$ cat config.mk
export PLATFORM = sky130hd
export DESIGN_NAME = mode_sequencer_flat
export DESIGN_NICKNAME = d
export VERILOG_FILES = /design/src/rtl/mode_pkg.sv /design/src/rtl/mode_sequencer_if.sv /design/src/rtl/stage_watchdog.sv /design/src/rtl/mode_sequencer.sv /design/src/flat_wrapper.sv
export SDC_FILE = /design/constraint.sdc
export NUM_CORES = 1
export LEC_CHECK = 0
export BUFFER_PORTS_ARGS = -buffer_cell sky130_fd_sc_hd__buf_2
export CELL_PAD_IN_SITES_DETAIL_PLACEMENT = 1
export CELL_PAD_IN_SITES_GLOBAL_PLACEMENT = 2
export CORE_MARGIN = 2
export CORE_UTILIZATION = 25
export DETAILED_ROUTE_END_ITERATION = 8
export PLACE_DENSITY = 0.58
export SYNTH_ARGS = -nofsm -noshare
export SYNTH_HDL_FRONTEND = slang
export SYNTH_SLANG_ARGS = --single-unit
$ cat constraint.sdc
create_clock -name clk -period 4.5 [get_ports clk]
set_clock_uncertainty 0.15 [all_clocks]
set_input_delay 0.9 -clock clk [delete_from_list [all_inputs] [get_ports clk]]
set_output_delay 0.9 -clock clk [all_outputs]
set_load 0.05 [all_outputs]
$ cat src/rtl/mode_pkg.sv
// Shared stage codes, skip-mask bit positions and the stage ordering helper
// for the compute-run sequencer.
package mode_pkg;

   // Stage codes double as the externally visible mode_num value.
   typedef enum logic [2:0] {
      ST_IDLE = 3'b000,
      ST_MEM  = 3'b001,
      ST_PE   = 3'b010,
      ST_SA3  = 3'b011,
      ST_SA2  = 3'b100,
      ST_DISP = 3'b101,
      ST_ERR  = 3'b111
   } mode_t;

   localparam int SKIP_PE  = 0;
   localparam int SKIP_SA3 = 1;
   localparam int SKIP_SA2 = 2;

   localparam int TIMEOUT_DEFAULT = 1024;

   // Next stage after a compute stage completes; MEM and DISP are never skipped.
   function automatic mode_t next_stage(input mode_t cur, input logic [2:0] skip);
      mode_t nxt;
      nxt = ST_DISP;
      case (cur)
         ST_MEM: begin
            if (!skip[SKIP_PE])       nxt = ST_PE;
            else if (!skip[SKIP_SA3]) nxt = ST_SA3;
            else if (!skip[SKIP_SA2]) nxt = ST_SA2;
         end
         ST_PE: begin
            if (!skip[SKIP_SA3])      nxt = ST_SA3;
            else if (!skip[SKIP_SA2]) nxt = ST_SA2;
         end
         ST_SA3: begin
            if (!skip[SKIP_SA2])      nxt = ST_SA2;
         end
         default: nxt = ST_DISP;
      endcase
      return nxt;
   endfunction

endpackage

$ cat src/rtl/mode_sequencer_if.sv
// Control/status bundle between the board-level controls, the stage blocks
// and the mode sequencer. The sequencer uses the slave view.
interface mode_sequencer_if #(
   parameter int CNT_W = 16
) ();
   logic             start;
   logic             abort;
   logic             clear;
   logic [2:0]       skip_mask;
   logic             mem_done;
   logic             pe_done;
   logic             sa3_done;
   logic             sa2_done;
   logic [2:0]       mode_num;
   logic             enable_memory;
   logic             enable_singlePE;
   logic             enable_SA3x3;
   logic             enable_SA2x2;
   logic             enable_display;
   logic             busy;
   logic             run_done;
   logic             error;
   logic [2:0]       err_stage;
   logic [CNT_W-1:0] stage_cycles;

   modport master (
      output start, abort, clear, skip_mask,
      output mem_done, pe_done, sa3_done, sa2_done,
      input  mode_num, enable_memory, enable_singlePE, enable_SA3x3,
      input  enable_SA2x2, enable_display, busy, run_done, error,
      input  err_stage, stage_cycles
   );

   modport slave (
      input  start, abort, clear, skip_mask,
      input  mem_done, pe_done, sa3_done, sa2_done,
      output mode_num, enable_memory, enable_singlePE, enable_SA3x3,
      output enable_SA2x2, enable_display, busy, run_done, error,
      output err_stage, stage_cycles
   );
endinterface

$ cat src/rtl/stage_watchdog.sv
// Per-stage cycle counter: cleared whenever the sequencer changes state,
// flags the terminal count (compute timeout or display length) and captures
// the active-cycle count of a stage as it completes.
module stage_watchdog #(
   parameter int TIMEOUT     = 1024,
   parameter int DISP_CYCLES = 256,
   parameter int CNT_W       = 16
) (
   input  logic             clk,
   input  logic             rst,
   input  logic             run,
   input  logic             clr,
   input  logic             disp_sel,
   input  logic             capture,
   output logic             tc,
   output logic [CNT_W-1:0] captured
);
   localparam logic [CNT_W-1:0] LIM_TMO  = CNT_W'(TIMEOUT - 1);
   localparam logic [CNT_W-1:0] LIM_DISP = CNT_W'(DISP_CYCLES - 1);

   // cnt holds (active cycles so far - 1) during a stage, 0 outside stages.
   logic [CNT_W-1:0] cnt;

   assign tc = (cnt == (disp_sel ? LIM_DISP : LIM_TMO));

   // Count active cycles; restart on every state change; capture on completion.
   always_ff @(posedge clk or negedge rst) begin
      if (!rst) begin
         cnt      <= '0;
         captured <= '0;
      end else begin
         if (clr || !run) cnt <= '0;
         else             cnt <= cnt + CNT_W'(1);
         if (capture)     captured <= cnt + CNT_W'(1);
      end
   end
endmodule

$ cat src/rtl/mode_sequencer.sv
// Sequences one compute run MEM -> PE -> SA3 -> SA2 -> DISP with optional
// skipping, per-stage watchdog, abort and an error trap.
//
// state | meaning
// IDLE  | waiting for start
// MEM   | memory load active, waits mem_done
// PE    | single PE active, waits pe_done
// SA3   | 3x3 systolic array active, waits sa3_done
// SA2   | 2x2 systolic array active, waits sa2_done
// DISP  | display held for DISP_CYCLES, then run_done
// ERR   | compute stage timed out, waits clear
module mode_sequencer
   import mode_pkg::*;
#(
   parameter int TIMEOUT     = TIMEOUT_DEFAULT,
   parameter int DISP_CYCLES = 256,
   parameter int CNT_W       = 16
) (
   input  logic           clk,
   input  logic           rst,
   mode_sequencer_if.slave bus
);
   mode_t      state;
   mode_t      state_nxt;
   logic [2:0] skip_q;
   logic [4:0] en_q;
   logic       busy_q;
   logic       run_done_q;
   logic       error_q;
   logic [2:0] err_stage_q;

   logic       is_compute;
   logic       own_done;
   logic       abort_hit;
   logic       start_acc;
   logic       clear_acc;
   logic       done_acc;
   logic       tmo;
   logic       disp_end;
   logic       leave;
   logic       capture;
   logic       wd_tc;
   logic [CNT_W-1:0] wd_captured;

   stage_watchdog #(
      .TIMEOUT     (TIMEOUT),
      .DISP_CYCLES (DISP_CYCLES),
      .CNT_W       (CNT_W)
   ) u_wd (
      .clk      (clk),
      .rst      (rst),
      .run      (is_compute || (state == ST_DISP)),
      .clr      (leave),
      .disp_sel (state == ST_DISP),
      .capture  (capture),
      .tc       (wd_tc),
      .captured (wd_captured)
   );

   // Transition events and next state; abort outranks done, timeout and clear,
   // and a stage's own done outranks its timeout.
   always_comb begin
      is_compute = (state == ST_MEM) || (state == ST_PE) ||
                   (state == ST_SA3) || (state == ST_SA2);
      case (state)
         ST_MEM:  own_done = bus.mem_done;
         ST_PE:   own_done = bus.pe_done;
         ST_SA3:  own_done = bus.sa3_done;
         ST_SA2:  own_done = bus.sa2_done;
         default: own_done = 1'b0;
      endcase
      abort_hit = bus.abort && (state != ST_IDLE);
      start_acc = (state == ST_IDLE) && bus.start && !bus.abort;
      clear_acc = (state == ST_ERR) && bus.clear;
      done_acc  = is_compute && own_done;
      tmo       = is_compute && wd_tc && !own_done;
      disp_end  = (state == ST_DISP) && wd_tc;

      state_nxt = state;
      if (abort_hit)      state_nxt = ST_IDLE;
      else if (start_acc) state_nxt = ST_MEM;
      else if (done_acc)  state_nxt = next_stage(state, skip_q);
      else if (tmo)       state_nxt = ST_ERR;
      else if (disp_end)  state_nxt = ST_IDLE;
      else if (clear_acc) state_nxt = ST_IDLE;

      leave   = (state_nxt != state);
      capture = !abort_hit && (done_acc || disp_end);
   end

   // State register and registered outputs, all decoded from the next state.
   always_ff @(posedge clk or negedge rst) begin
      if (!rst) begin
         state       <= ST_IDLE;
         skip_q      <= 3'b000;
         en_q        <= 5'b00000;
         busy_q      <= 1'b0;
         run_done_q  <= 1'b0;
         error_q     <= 1'b0;
         err_stage_q <= 3'b000;
      end else begin
         state      <= state_nxt;
         en_q       <= {state_nxt == ST_DISP, state_nxt == ST_SA2, state_nxt == ST_SA3,
                        state_nxt == ST_PE,   state_nxt == ST_MEM};
         busy_q     <= (state_nxt != ST_IDLE) && (state_nxt != ST_ERR);
         run_done_q <= disp_end && !abort_hit;
         error_q    <= (state_nxt == ST_ERR);
         if (start_acc) begin
            skip_q      <= bus.skip_mask;
            err_stage_q <= 3'b000;
         end else if (tmo && !abort_hit) begin
            err_stage_q <= state;
         end
      end
   end

   assign bus.mode_num        = state;
   assign bus.enable_memory   = en_q[0];
   assign bus.enable_singlePE = en_q[1];
   assign bus.enable_SA3x3    = en_q[2];
   assign bus.enable_SA2x2    = en_q[3];
   assign bus.enable_display  = en_q[4];
   assign bus.busy            = busy_q;
   assign bus.run_done        = run_done_q;
   assign bus.error           = error_q;
   assign bus.err_stage       = err_stage_q;
   assign bus.stage_cycles    = wd_captured;
endmodule

$ cat src/flat_wrapper.sv
// flat-port wrapper written by rule: the top's interface ports become plain ports
module mode_sequencer_flat import mode_pkg::*;
#(
   parameter int TIMEOUT     = TIMEOUT_DEFAULT,
   parameter int DISP_CYCLES = 256,
   parameter int CNT_W       = 16
)
  (clk, rst, bus_start, bus_abort, bus_clear, bus_skip_mask, bus_mem_done, bus_pe_done, bus_sa3_done, bus_sa2_done, bus_mode_num, bus_enable_memory, bus_enable_singlePE, bus_enable_SA3x3, bus_enable_SA2x2, bus_enable_display, bus_busy, bus_run_done, bus_error, bus_err_stage, bus_stage_cycles);
  mode_sequencer_if #(.CNT_W(CNT_W)) bus_i ();
  input  logic clk;
  input  logic rst;
  input wire logic [$bits(bus_i.start)-1:0] bus_start;
  input wire logic [$bits(bus_i.abort)-1:0] bus_abort;
  input wire logic [$bits(bus_i.clear)-1:0] bus_clear;
  input wire logic [$bits(bus_i.skip_mask)-1:0] bus_skip_mask;
  input wire logic [$bits(bus_i.mem_done)-1:0] bus_mem_done;
  input wire logic [$bits(bus_i.pe_done)-1:0] bus_pe_done;
  input wire logic [$bits(bus_i.sa3_done)-1:0] bus_sa3_done;
  input wire logic [$bits(bus_i.sa2_done)-1:0] bus_sa2_done;
  output wire logic [$bits(bus_i.mode_num)-1:0] bus_mode_num;
  output wire logic [$bits(bus_i.enable_memory)-1:0] bus_enable_memory;
  output wire logic [$bits(bus_i.enable_singlePE)-1:0] bus_enable_singlePE;
  output wire logic [$bits(bus_i.enable_SA3x3)-1:0] bus_enable_SA3x3;
  output wire logic [$bits(bus_i.enable_SA2x2)-1:0] bus_enable_SA2x2;
  output wire logic [$bits(bus_i.enable_display)-1:0] bus_enable_display;
  output wire logic [$bits(bus_i.busy)-1:0] bus_busy;
  output wire logic [$bits(bus_i.run_done)-1:0] bus_run_done;
  output wire logic [$bits(bus_i.error)-1:0] bus_error;
  output wire logic [$bits(bus_i.err_stage)-1:0] bus_err_stage;
  output wire logic [$bits(bus_i.stage_cycles)-1:0] bus_stage_cycles;
  assign bus_i.start = bus_start;
  assign bus_i.abort = bus_abort;
  assign bus_i.clear = bus_clear;
  assign bus_i.skip_mask = bus_skip_mask;
  assign bus_i.mem_done = bus_mem_done;
  assign bus_i.pe_done = bus_pe_done;
  assign bus_i.sa3_done = bus_sa3_done;
  assign bus_i.sa2_done = bus_sa2_done;
  assign bus_mode_num = bus_i.mode_num;
  assign bus_enable_memory = bus_i.enable_memory;
  assign bus_enable_singlePE = bus_i.enable_singlePE;
  assign bus_enable_SA3x3 = bus_i.enable_SA3x3;
  assign bus_enable_SA2x2 = bus_i.enable_SA2x2;
  assign bus_enable_display = bus_i.enable_display;
  assign bus_busy = bus_i.busy;
  assign bus_run_done = bus_i.run_done;
  assign bus_error = bus_i.error;
  assign bus_err_stage = bus_i.err_stage;
  assign bus_stage_cycles = bus_i.stage_cycles;
  mode_sequencer #(.TIMEOUT(TIMEOUT), .DISP_CYCLES(DISP_CYCLES), .CNT_W(CNT_W)) u_core (.clk(clk), .rst(rst), .bus(bus_i));
endmodule
==> results of run 1 <==
## power by group
group / internal, mW / switching (mW)
clock network: 0.108 / 0.152
logic: 0.173 / 0.420
registers: 0.503 / 0.0759
total: 0.784 / 0.648
## cell type report
class / instances / share of cell area (%)
flip-flops and latches: 49 / 45.16
multi-input cells: 172 / 37.88
repair buffers: 42 / 7.834
well taps: 111 / 5.115
clock buffers: 5 / 2.535
inverters: 6 / 0.8295
clock inverters: 3 / 0.6452
## worst max-delay path, delay by kind of cell (launching register included)
| kind | cells | cell delay (ns) |
|---|---|---|
| simple gates | 2 | 1.14 |
| flops | 1 | 0.59 |
| mux | 1 | 0.48 |
| compound gates | 2 | 0.41 |
## synthesized netlist by cell type (3+ instances only)
| cell | instances | area share, % |
|---|---|---|
| sky130_fd_sc_hd__dfrtp_1 | 49 | 53 |
| sky130_fd_sc_hd__nand2_1 | 40 | 6.5 |
| sky130_fd_sc_hd__nor2_1 | 27 | 4.4 |
| sky130_fd_sc_hd__o21ai_0 | 23 | 5.0 |
| sky130_fd_sc_hd__nand3_1 | 10 | 2.2 |
| sky130_fd_sc_hd__xnor2_1 | 7 | 2.6 |
| sky130_fd_sc_hd__xor2_1 | 7 | 2.6 |
| sky130_fd_sc_hd__inv_1 | 6 | 0.97 |
| sky130_fd_sc_hd__and3_1 | 5 | 1.3 |
| sky130_fd_sc_hd__nor3_1 | 5 | 1.1 |
| sky130_fd_sc_hd__nor3b_1 | 5 | 1.6 |
| sky130_fd_sc_hd__clkbuf_1 | 4 | 0.65 |
| sky130_fd_sc_hd__nand4_1 | 4 | 1.1 |
| sky130_fd_sc_hd__buf_2 | 3 | 0.65 |
| sky130_fd_sc_hd__nor2b_1 | 3 | 0.81 |
## metal layers
layer,share of wire [%],wire [um],track usage [%],up-vias
li1,-,-,-,896
met1,48,2663,16.85,878
met2,46,2589,19.10,44
met3,4.5,251,2.368,9
met4,1.5,82,3.793,0
met5,0,0,0,-
## sequential cells by signal, summed over array words and instances (netlist names)
register	cells
u_core.bus.busy	1
u_core.bus.err_stage	3
u_core.bus.error	1
u_core.bus.mode_num	3
u_core.bus.run_done	1
u_core.en_q	5
u_core.skip_q	3
u_core.u_wd.captured	16
u_core.u_wd.cnt	16
## how the worst min path moves through the flow
stage / slack [ns] / endpoint / cells after the start / start
2_1_floorplan: 0.30 / u_core.skip_q[2] / 2 / u_core.skip_q[2]
3_3_place_gp: 0.32 / u_core.u_wd.captured[0] / 2 / u_core.u_wd.captured[0]
3_5_place_dp: 0.32 / u_core.u_wd.captured[9] / 2 / u_core.u_wd.captured[9]
4_1_cts: 0.34 / u_core.u_wd.captured[9] / 2 / u_core.u_wd.captured[9]
5_1_grt: 0.37 / u_core.u_wd.captured[12] / 2 / u_core.u_wd.captured[12]
6_report: 0.33 / u_core.u_wd.captured[9] / 2 / u_core.u_wd.captured[9]
## cell families (layout without fill, tap and decap cells)
group / Yosys count / count (layout) / synth area share [%]
XOR/XNOR: 14 / 14 / 5.289
AO/OA/AOI/OAI: 41 / 41 / 12.36
AND/OR/NAND/NOR: 112 / 112 / 24.34
buffers and inverters: 14 / 56 / 2.752
adder cells (fa/ha/maj): 1 / 1 / 0.5396
flip-flops: 49 / 49 / 52.89
multiplexers: 4 / 4 / 1.835
==> flow_metrics.env, run 1 <==
export IMPL_drive_gt1_share_pct=20.58
export IMPL_multiInputGateArea_um2=1028
export IMPL_synthToLayoutAreaGrowth_pct=17.11
export IMPL_power_density_cell_area_nw_per_um2=527.4
export IMPL_cts_hold_buf=0
export IMPL_mappedNetlistArea_um2=2318
export IMPL_fin_total_pwr_mw=1.432
export IMPL_dieArea_um2=10060
export IMPL_timing_hold_violations_final=0
export IMPL_worstPathCellList="or4bb_1, o311a_1, o21ai_0, nand2_1, mux2_2"
export IMPL_setup_worst_path_class="reg -> reg"
export IMPL_number_of_diodes_added_for_antenna_fixing=0
export IMPL_outcome="complete, no violations"
export IMPL_routedWlPerCell_um=14.40
export IMPL_place_detailed_hpwl_um=4099
export IMPL_cts_root_buf="sky130_fd_sc_hd__clkbuf_8"
export IMPL_data_arrival_time_of_the_critical_path_ns=2.94
export IMPL_critical_path_startpoint="u_core.bus.mode_num[2]"
export IMPL_period_share_pct=64.35
export IMPL_vias_per_cell=4.709
export IMPL_htreeDepth=2
export IMPL_grt_overflow_total=0
export IMPL_cts_sinks=49
export IMPL_synth_fp_nets=248
export IMPL_grt_usage_pct=12.13
export IMPL_r2r_slack_ns=1.60
export IMPL_worst_slew_pin_slew_ns=0.8548
export IMPL_max_freq_mhz=345.3
export IMPL_utilization_pct=29.81
export IMPL_synth_edff_count=0
export IMPL_flip_flop_and_latch_count_after_synthesis=49
export IMPL_critical_path_slowest_cell="sky130_fd_sc_hd__dfrtp_1"
export IMPL_most_instantiated_flip_flop_cell_in_the_synthesis_netlist="sky130_fd_sc_hd__dfrtp_1"
export IMPL_dr_first_iter_drc_count=85
export IMPL_placed_cell_area_um2=2629
export IMPL_height_of_the_chip_um=100.3
export IMPL_design_portCount=42
export IMPL_via_count_of_the_first_global_routing_pass=1877
export IMPL_worst_path_largest_cell_delay_ns=0.59
export IMPL_drc_viols=0
export IMPL_yosysSeqAreaShare_pct=52.89
export IMPL_insertion_delay_ns=0.31
export IMPL_p_leak_nw=1.295
export IMPL_worst_r2r_path_depth=5
export IMPL_synthArstFlopShare_pct=100.0
export IMPL_clockBufferDepth=2
export IMPL_timing_final_max_slew_violations=0
export IMPL_grt_first_pass_wirelength_um=9549
export IMPL_yosys_warnings=0
export IMPL_timing_hold_ws_ns=0.3333
export IMPL_final_design_area_no_fill_um2=2715
export IMPL_num_rows=35
export IMPL_cts_buffers_inserted=5
export IMPL_mostFrequentLayoutCells="sky130_fd_sc_hd__dfrtp_1 (49), sky130_fd_sc_hd__buf_2 (41), sky130_fd_sc_hd__nand2_1 (40)"
export IMPL_post_cts_buffers=0
export IMPL_firstDrtPassIters=4
export IMPL_worstPathMaxFanout=31
export IMPL_placed_cells=380
export IMPL_layout_commonest_cell="sky130_fd_sc_hd__dfrtp_1"
export IMPL_worstSetupEndpointType="register"
export IMPL_die_width_um=100.3
export IMPL_min_period_ns=2.896
export IMPL_worst_r2r_startpoint="u_core.bus.mode_num[2]"
export IMPL_worst_setup_path_endpoint="u_core.u_wd.captured[1]"
export IMPL_largest_net_degree_at_the_start_of_global_routing=50
export IMPL_final_setup_tns_ns=0
export IMPL_nets=289
export IMPL_core_region_area_um2=9109
export IMPL_ant_nets=0
export IMPL_clock_tree_from_tritoncts="yes"
export IMPL_port_buffers=41
export IMPL_routed_wl_um=5587
export IMPL_critical_path_reg2reg_endpoint="u_core.u_wd.captured[1]"
export IMPL_hp_class="reg -> reg"
export IMPL_grt_setup_unrepaired="no"
export IMPL_post_synth_cell_area_avg_um2=9.866
export IMPL_cts_repair_resized=0
export IMPL_place_congestion=0.8310
export IMPL_seq_area_um2=1226
export IMPL_worst_path_clk_slew_ns=0.09
export IMPL_initial_core_util_pct=25.45
export IMPL_drv_cap=0
export IMPL_syn_inst=235
export IMPL_num_vias=1827
export IMPL_synth_distinct_cells=42
export IMPL_dp_slack_ns=1.226
export IMPL_postLayoutSetupSlackWorst_ns=1.604
export IMPL_setup_viol=0
export IMPL_max_vdd_ir_drop_uv=137.8
export IMPL_final_instance_count_excl_fill=388
export IMPL_grt_antenna_before_repair=0
export IMPL_n_fill_cell=1082
export IMPL_kind_of_start_point_of_the_critical_path="register"
export IMPL_max_slew_margin_rel_pct=42.88
export IMPL_worst_endpoint_required_ns=4.54
No activity file was read; power rests on OpenSTA's default activity.
==> run 2, diff against run 1 <==
==> constraint.sdc (replaced) <==
create_clock -name clk -period 3 [get_ports clk]
set_clock_uncertainty 0.15 [all_clocks]
set_input_delay 0.6 -clock clk [delete_from_list [all_inputs] [get_ports clk]]
set_output_delay 0.6 -clock clk [all_outputs]
set_load 0.05 [all_outputs]
==> run 2 against run 1 <==
  * Via count increased by 2.0%
  * Clock-buffer cell count increased by 1
  * Hold slack got worse by 0.082 ns
  * Combinational power increased by 62%
  * Critical path depth increased by 2
  * First-iteration DRC count decreased by 45%
  * Fmax increased by 9.6%
  * Critical endpoint is now u_core.u_wd.cnt[15]
==> flow_metrics.env, run 2 (synthesized netlist as in run 1, its figures left out) <==
export IMPL_outcome="complete, no violations"
export IMPL_cts_hold_buf=0
export IMPL_insertion_delay_ns=0.30
export IMPL_final_design_area_no_fill_um2=2779
export IMPL_vias_per_cell=4.728
export IMPL_setup_worst_path_class="reg -> reg"
export IMPL_grt_overflow_total=0
export IMPL_timing_hold_violations_final=0
export IMPL_dieArea_um2=10060
export IMPL_timing_hold_ws_ns=0.2513
export IMPL_power_report_internal_total_mw=1.239
export IMPL_clock_tree_from_tritoncts="yes"
export IMPL_worst_path_clk_slew_ns=0.09
export IMPL_place_congestion=0.8189
export IMPL_initial_core_util_pct=25.45
export IMPL_worst_r2r_startpoint="u_core.bus.mode_num[1]"
export IMPL_power_density_cell_area_nw_per_um2=799.4
export IMPL_kind_of_start_point_of_the_critical_path="register"
export IMPL_max_slew_margin_rel_pct=58.42
export IMPL_cts_buffers_inserted=5
export IMPL_cts_sinks=49
export IMPL_dr_first_iter_drc_count=47
export IMPL_routedWlPerCell_um=14.68
export IMPL_ant_nets=0
export IMPL_htreeDepth=2
export IMPL_drv_cap=0
export IMPL_layout_commonest_cell="sky130_fd_sc_hd__dfrtp_1"
export IMPL_nets=296
export IMPL_grt_antenna_before_repair=0
export IMPL_clockBufferDepth=2
export IMPL_period_share_pct=88.06
export IMPL_share_clk_of_total_power_pct=18.2
export IMPL_drive_gt1_share_pct=22.61
export IMPL_num_vias=1863
export IMPL_number_of_diodes_added_for_antenna_fixing=0
export IMPL_timing_final_max_slew_violations=0
export IMPL_drc_viols=0
export IMPL_final_setup_tns_ns=0
export IMPL_min_period_ns=2.642
export IMPL_post_cts_buffers=0
export IMPL_routed_wl_um=5783
export IMPL_place_detailed_hpwl_um=4217
export IMPL_fin_total_pwr_mw=2.222
export IMPL_r2r_slack_ns=0.36
export IMPL_height_of_the_chip_um=100.3
export IMPL_via_count_of_the_first_global_routing_pass=1911
export IMPL_grt_usage_pct=12.08
export IMPL_synthToLayoutAreaGrowth_pct=19.86
export IMPL_core_region_area_um2=9109
export IMPL_setup_viol=0
export IMPL_netSwitchingFraction_pct=44.24
export IMPL_worst_endpoint_required_ns=3.03
export IMPL_seqPwrFrac_pct=38.3
export IMPL_critical_path_startpoint="u_core.bus.mode_num[1]"
export IMPL_num_rows=35
export IMPL_max_vdd_ir_drop_uv=244.5
export IMPL_cts_root_buf="sky130_fd_sc_hd__clkbuf_8"
export IMPL_worstSetupEndpointType="register"
export IMPL_grt_setup_unrepaired="no"
export IMPL_port_buffers=41
export IMPL_p_leak_nw=1.331
export IMPL_power_share_combinational_pct=43.5
export IMPL_die_width_um=100.3
export IMPL_net_switching_power_mw=0.9828
export IMPL_largest_registers_in_the_final_layout="u_core.u_wd.captured x16, u_core.u_wd.cnt x16, u_core.en_q x5"
export IMPL_design_portCount=42
export IMPL_firstDrtPassIters=4
export IMPL_placed_cell_area_um2=2681
export IMPL_hp_class="in -> async"
export IMPL_worstPathMaxFanout=16
export IMPL_cts_repair_resized=0
export IMPL_data_arrival_time_of_the_critical_path_ns=2.67
export IMPL_max_freq_mhz=378.5
export IMPL_largest_net_degree_at_the_start_of_global_routing=50
export IMPL_mostFrequentLayoutCells="sky130_fd_sc_hd__dfrtp_1 (49), sky130_fd_sc_hd__buf_2 (41), sky130_fd_sc_hd__nand2_1 (40)"
export IMPL_grt_first_pass_wirelength_um=9597
export IMPL_worst_slew_pin_slew_ns=0.6237
## run 2: cell count changes in the layout (fill, tap and decap cells not counted)
| cell | delta |
|---|---|
| sky130_fd_sc_hd__buf_4 | +7 |
| sky130_fd_sc_hd__clkinv_2 | -2 |
| sky130_fd_sc_hd__clkbuf_8 | +1 |
| sky130_fd_sc_hd__o311ai_1 | -1 |
| sky130_fd_sc_hd__o311ai_2 | +1 |
## run 2: worst paths after layout
check | endpoint | depth (start not counted)
setup / recovery | u_core.u_wd.cnt[15] | 7
hold / removal | u_core.u_wd.captured[11] | 2
setup reg to reg | u_core.u_wd.cnt[15] | 7
hold reg to reg | u_core.u_wd.captured[9] | 2
max in group asynchronous | u_core.en_q[0] | 2
min in group clk | u_core.u_wd.captured[9] | 2
## run 2: stage by stage
stage                     instances  worst slack (ns)  util [%]
after floorplan                 235            0.4290         -
after global placement          387            0.2143     29.44
after detailed placement        387            0.2331     29.44
after CTS                       394            0.2161     30.43
after global routing            394            0.1776     30.51
final                           394            0.3581     30.51
## run 2: layout make-up
class                           count  area (um^2)
Clock buffer                        6        82.58
Clock inverter                      1        7.507
Fill cell                        1077         6330
Inverter                            6        22.52
Multi-Input combinational cell    172         1036
Sequential cell                    49         1226
Tap cell                          111        138.9
Timing Repair Buffer               49        265.3
## run 2: worst max-delay path: stages (launching register included)
cell	delay [ns]
sky130_fd_sc_hd__dfrtp_1	0.55
sky130_fd_sc_hd__or4bb_1	0.60
sky130_fd_sc_hd__o311ai_2	0.14
sky130_fd_sc_hd__o21ai_0	0.26
sky130_fd_sc_hd__a31o_4	0.33
sky130_fd_sc_hd__a32oi_4	0.16
sky130_fd_sc_hd__buf_4	0.25
sky130_fd_sc_hd__nor2_1	0.07
## run 2: routing by layer
metal	vias up	part of all wire [%]	global-route usage, %
met4	0	0.90	2.950
met5	-	0	0
li1	911	-	-
met1	913	47	16.35
met2	35	49	19.98
met3	4	3.5	2.298
## run 2: power groups by stage
stage          combinational, mW  clock [mW]  sequential (mW)
4_1_cts                    0.975       0.428            0.856
2_1_floorplan              0.505           0             1.06
3_3_place_gp               0.979           0            0.866
6_report                   0.965       0.404            0.852
3_5_place_dp               0.972           0            0.868
5_1_grt                     1.06       0.444            0.872
==> run 3, diff against run 2 <==
--- a/config.mk
+++ b/config.mk
@@ -5,13 +5,13 @@
 export SDC_FILE = /design/constraint.sdc
 export NUM_CORES = 1
 export LEC_CHECK = 0
-export BUFFER_PORTS_ARGS = -buffer_cell sky130_fd_sc_hd__buf_2
 export CELL_PAD_IN_SITES_DETAIL_PLACEMENT = 1
 export CELL_PAD_IN_SITES_GLOBAL_PLACEMENT = 2
 export CORE_MARGIN = 2
 export CORE_UTILIZATION = 25
 export DETAILED_ROUTE_END_ITERATION = 8
-export PLACE_DENSITY = 0.58
+export DONT_BUFFER_PORTS = 1
+export PLACE_DENSITY = 0.63
 export SYNTH_ARGS = -nofsm -noshare
 export SYNTH_HDL_FRONTEND = slang
 export SYNTH_SLANG_ARGS = --single-unit
==> run 3 against run 2 <==
  * Clock power is 22% higher
  * Critical path depth is 1 higher
  * Combinational power is 20% lower
  * Core utilization is 1.4 points lower
  * Sequential cell count stayed put
  * Fmax is 0.41% lower
  * Global-route usage is 0.27 points higher
  * Clock-buffer cell count is 1 lower
  * Routed wire length hardly changed
  * Largest cell class unchanged
  * Highest routed layer unchanged
==> flow_metrics.env, run 3 (synthesized netlist as in run 1, its figures left out) <==
export IMPL_worstPathMaxFanout=16
export IMPL_via_count_of_the_first_global_routing_pass=1923
export IMPL_vias_per_cell=4.807
export IMPL_cts_hold_buf=2
export IMPL_post_cts_buffers=0
export IMPL_num_rows=35
export IMPL_placed_cell_area_um2=2496
export IMPL_power_density_cell_area_nw_per_um2=861.3
export IMPL_drv_cap=0
export IMPL_grt_setup_unrepaired="no"
export IMPL_clock_tree_from_tritoncts="yes"
export IMPL_setup_worst_path_class="reg -> reg"
export IMPL_core_region_area_um2=9109
export IMPL_height_of_the_chip_um=100.3
export IMPL_largest_registers_in_the_final_layout="u_core.u_wd.captured x16, u_core.u_wd.cnt x16, u_core.en_q x5"
export IMPL_number_of_diodes_added_for_antenna_fixing=0
export IMPL_p_leak_nw=1.170
export IMPL_grt_first_pass_wirelength_um=9791
export IMPL_postLayoutSetupSlackWorst_ns=0.3473
export IMPL_max_freq_mhz=377.0
export IMPL_cts_root_buf="sky130_fd_sc_hd__clkbuf_8"
export IMPL_firstDrtPassIters=4
export IMPL_dieArea_um2=10060
export IMPL_min_period_ns=2.653
export IMPL_n_fill_cell=1062
export IMPL_largest_net_degree_at_the_start_of_global_routing=50
export IMPL_period_share_pct=88.42
export IMPL_timing_hold_ws_ns=0.2614
export IMPL_routedWlPerCell_um=16.21
export IMPL_seq_area_um2=1226
export IMPL_routed_wl_um=5787
export IMPL_port_buffers=0
export IMPL_drive_gt1_share_pct=10.16
export IMPL_worst_r2r_path_depth=8
export IMPL_cts_buffers_inserted=5
export IMPL_ant_nets=0
export IMPL_die_width_um=100.3
export IMPL_mostFrequentLayoutCells="sky130_fd_sc_hd__dfrtp_1 (49), sky130_fd_sc_hd__nand2_1 (40), sky130_fd_sc_hd__nor2_1 (27)"
export IMPL_worst_endpoint_required_ns=3.03
export IMPL_hp_class="in -> reg"
export IMPL_fin_total_pwr_mw=2.283
export IMPL_clockBufferDepth=2
export IMPL_cts_sinks=49
export IMPL_setup_viol=0
export IMPL_drc_viols=0
export IMPL_place_congestion=0.8110
export IMPL_grt_usage_pct=12.34
export IMPL_max_vdd_ir_drop_uv=283.5
export IMPL_grt_antenna_before_repair=0
export IMPL_grt_overflow_total=0
export IMPL_initial_core_util_pct=25.45
export IMPL_nets=258
export IMPL_grt_use_met2_pct=20.29
export IMPL_insertion_delay_ns=0.30
export IMPL_final_design_area_no_fill_um2=2650
export IMPL_kind_of_start_point_of_the_critical_path="register"
export IMPL_worst_path_clk_slew_ns=0.10
export IMPL_multiInputGateArea_um2=1028
export IMPL_layout_commonest_cell="sky130_fd_sc_hd__dfrtp_1"
export IMPL_max_slew_margin_rel_pct=66.14
export IMPL_num_vias=1716
export IMPL_timing_hold_violations_final=0
export IMPL_whs_path_depth=2
export IMPL_groute_layer_met3_usage_pct=2.437
export IMPL_worst_slew_pin_slew_ns=0.5040
export IMPL_timing_final_max_slew_violations=0
export IMPL_globalRoute_busiestLayer="met2"
export IMPL_synthToLayoutAreaGrowth_pct=14.30
export IMPL_htreeDepth=2
export IMPL_data_arrival_time_of_the_critical_path_ns=2.69
export IMPL_gr_usage_met1_pct=16.56
export IMPL_dr_first_iter_drc_count=48
export IMPL_worstSetupEndpointType="register"
export IMPL_outcome="complete, no violations"
export IMPL_place_detailed_hpwl_um=4279
export IMPL_cts_repair_resized=0
export IMPL_design_portCount=42
export IMPL_final_setup_tns_ns=0
export IMPL_dp_slack_ns=0.3725
[run 3: changes by cell type in the layout (fill, tap and decap cells not counted), sizes merged]
cell         before  now
clkbuf            6    5
clkinvlp          1    0
dlygate4sd3       0    1
inv               6    8
buf              49   10
bufinv            0    1
[run 3: worst max-delay path: stages, from the launching register on]
cell	delay, ns
sky130_fd_sc_hd__dfrtp_1	0.43
sky130_fd_sc_hd__ha_1	0.31
sky130_fd_sc_hd__and4_1	0.24
sky130_fd_sc_hd__nand4_2	0.19
sky130_fd_sc_hd__or2_1	0.30
sky130_fd_sc_hd__a311o_1	0.42
sky130_fd_sc_hd__a32oi_4	0.28
sky130_fd_sc_hd__buf_12	0.17
sky130_fd_sc_hd__nor2_1	0.05
[run 3: area by class of cell]
class                           count  share of cell area (%)
Timing Repair Buffer               11                   4.438
Multi-Input combinational cell    172                   38.81
Sequential cell                    49                   46.27
Clock inverter                      3                   1.794
Tap cell                          111                   5.241
Clock buffer                        5                   2.597
Inverter                            6                  0.8499
[run 3: final timing paths]
kind	start	end	slack, ns
worst max-delay path	u_core.u_wd.cnt[0]	u_core.u_wd.cnt[8]	0.35
worst min-delay path	bus_skip_mask[2]	u_core.skip_q[2]	0.26
worst max register to register	u_core.u_wd.cnt[0]	u_core.u_wd.cnt[8]	0.35
worst min register to register	u_core.skip_q[2]	u_core.skip_q[2]	0.34
max in group asynchronous	rst	u_core.bus.err_stage[2]	1.82
min in group asynchronous	rst	u_core.u_wd.captured[10]	0.66
[run 3: per-stage QoR]
step                utilization (%)  cells
CTS                           29.09    357
finish                        29.09    357
global placement              27.40    347
detailed placement            27.40    347
global route                  29.09    357
floorplan                         -    235
[run 3: power breakdown]
group	switching, mW	total [mW]	leakage [nW]	internal [mW]
clock	0.239	0.494	0.0591	0.255
combinational	0.483	0.770	0.444	0.286
sequential	0.266	1.02	0.668	0.753
total	0.989	2.28	1.17	1.29
[run 3: layer usage]
metal | up-vias | wire length (um)
met3 | 6 | 249
met4 | 0 | 67
met2 | 35 | 2791
li1 | 841 | -
met5 | - | 0
met1 | 834 | 2678
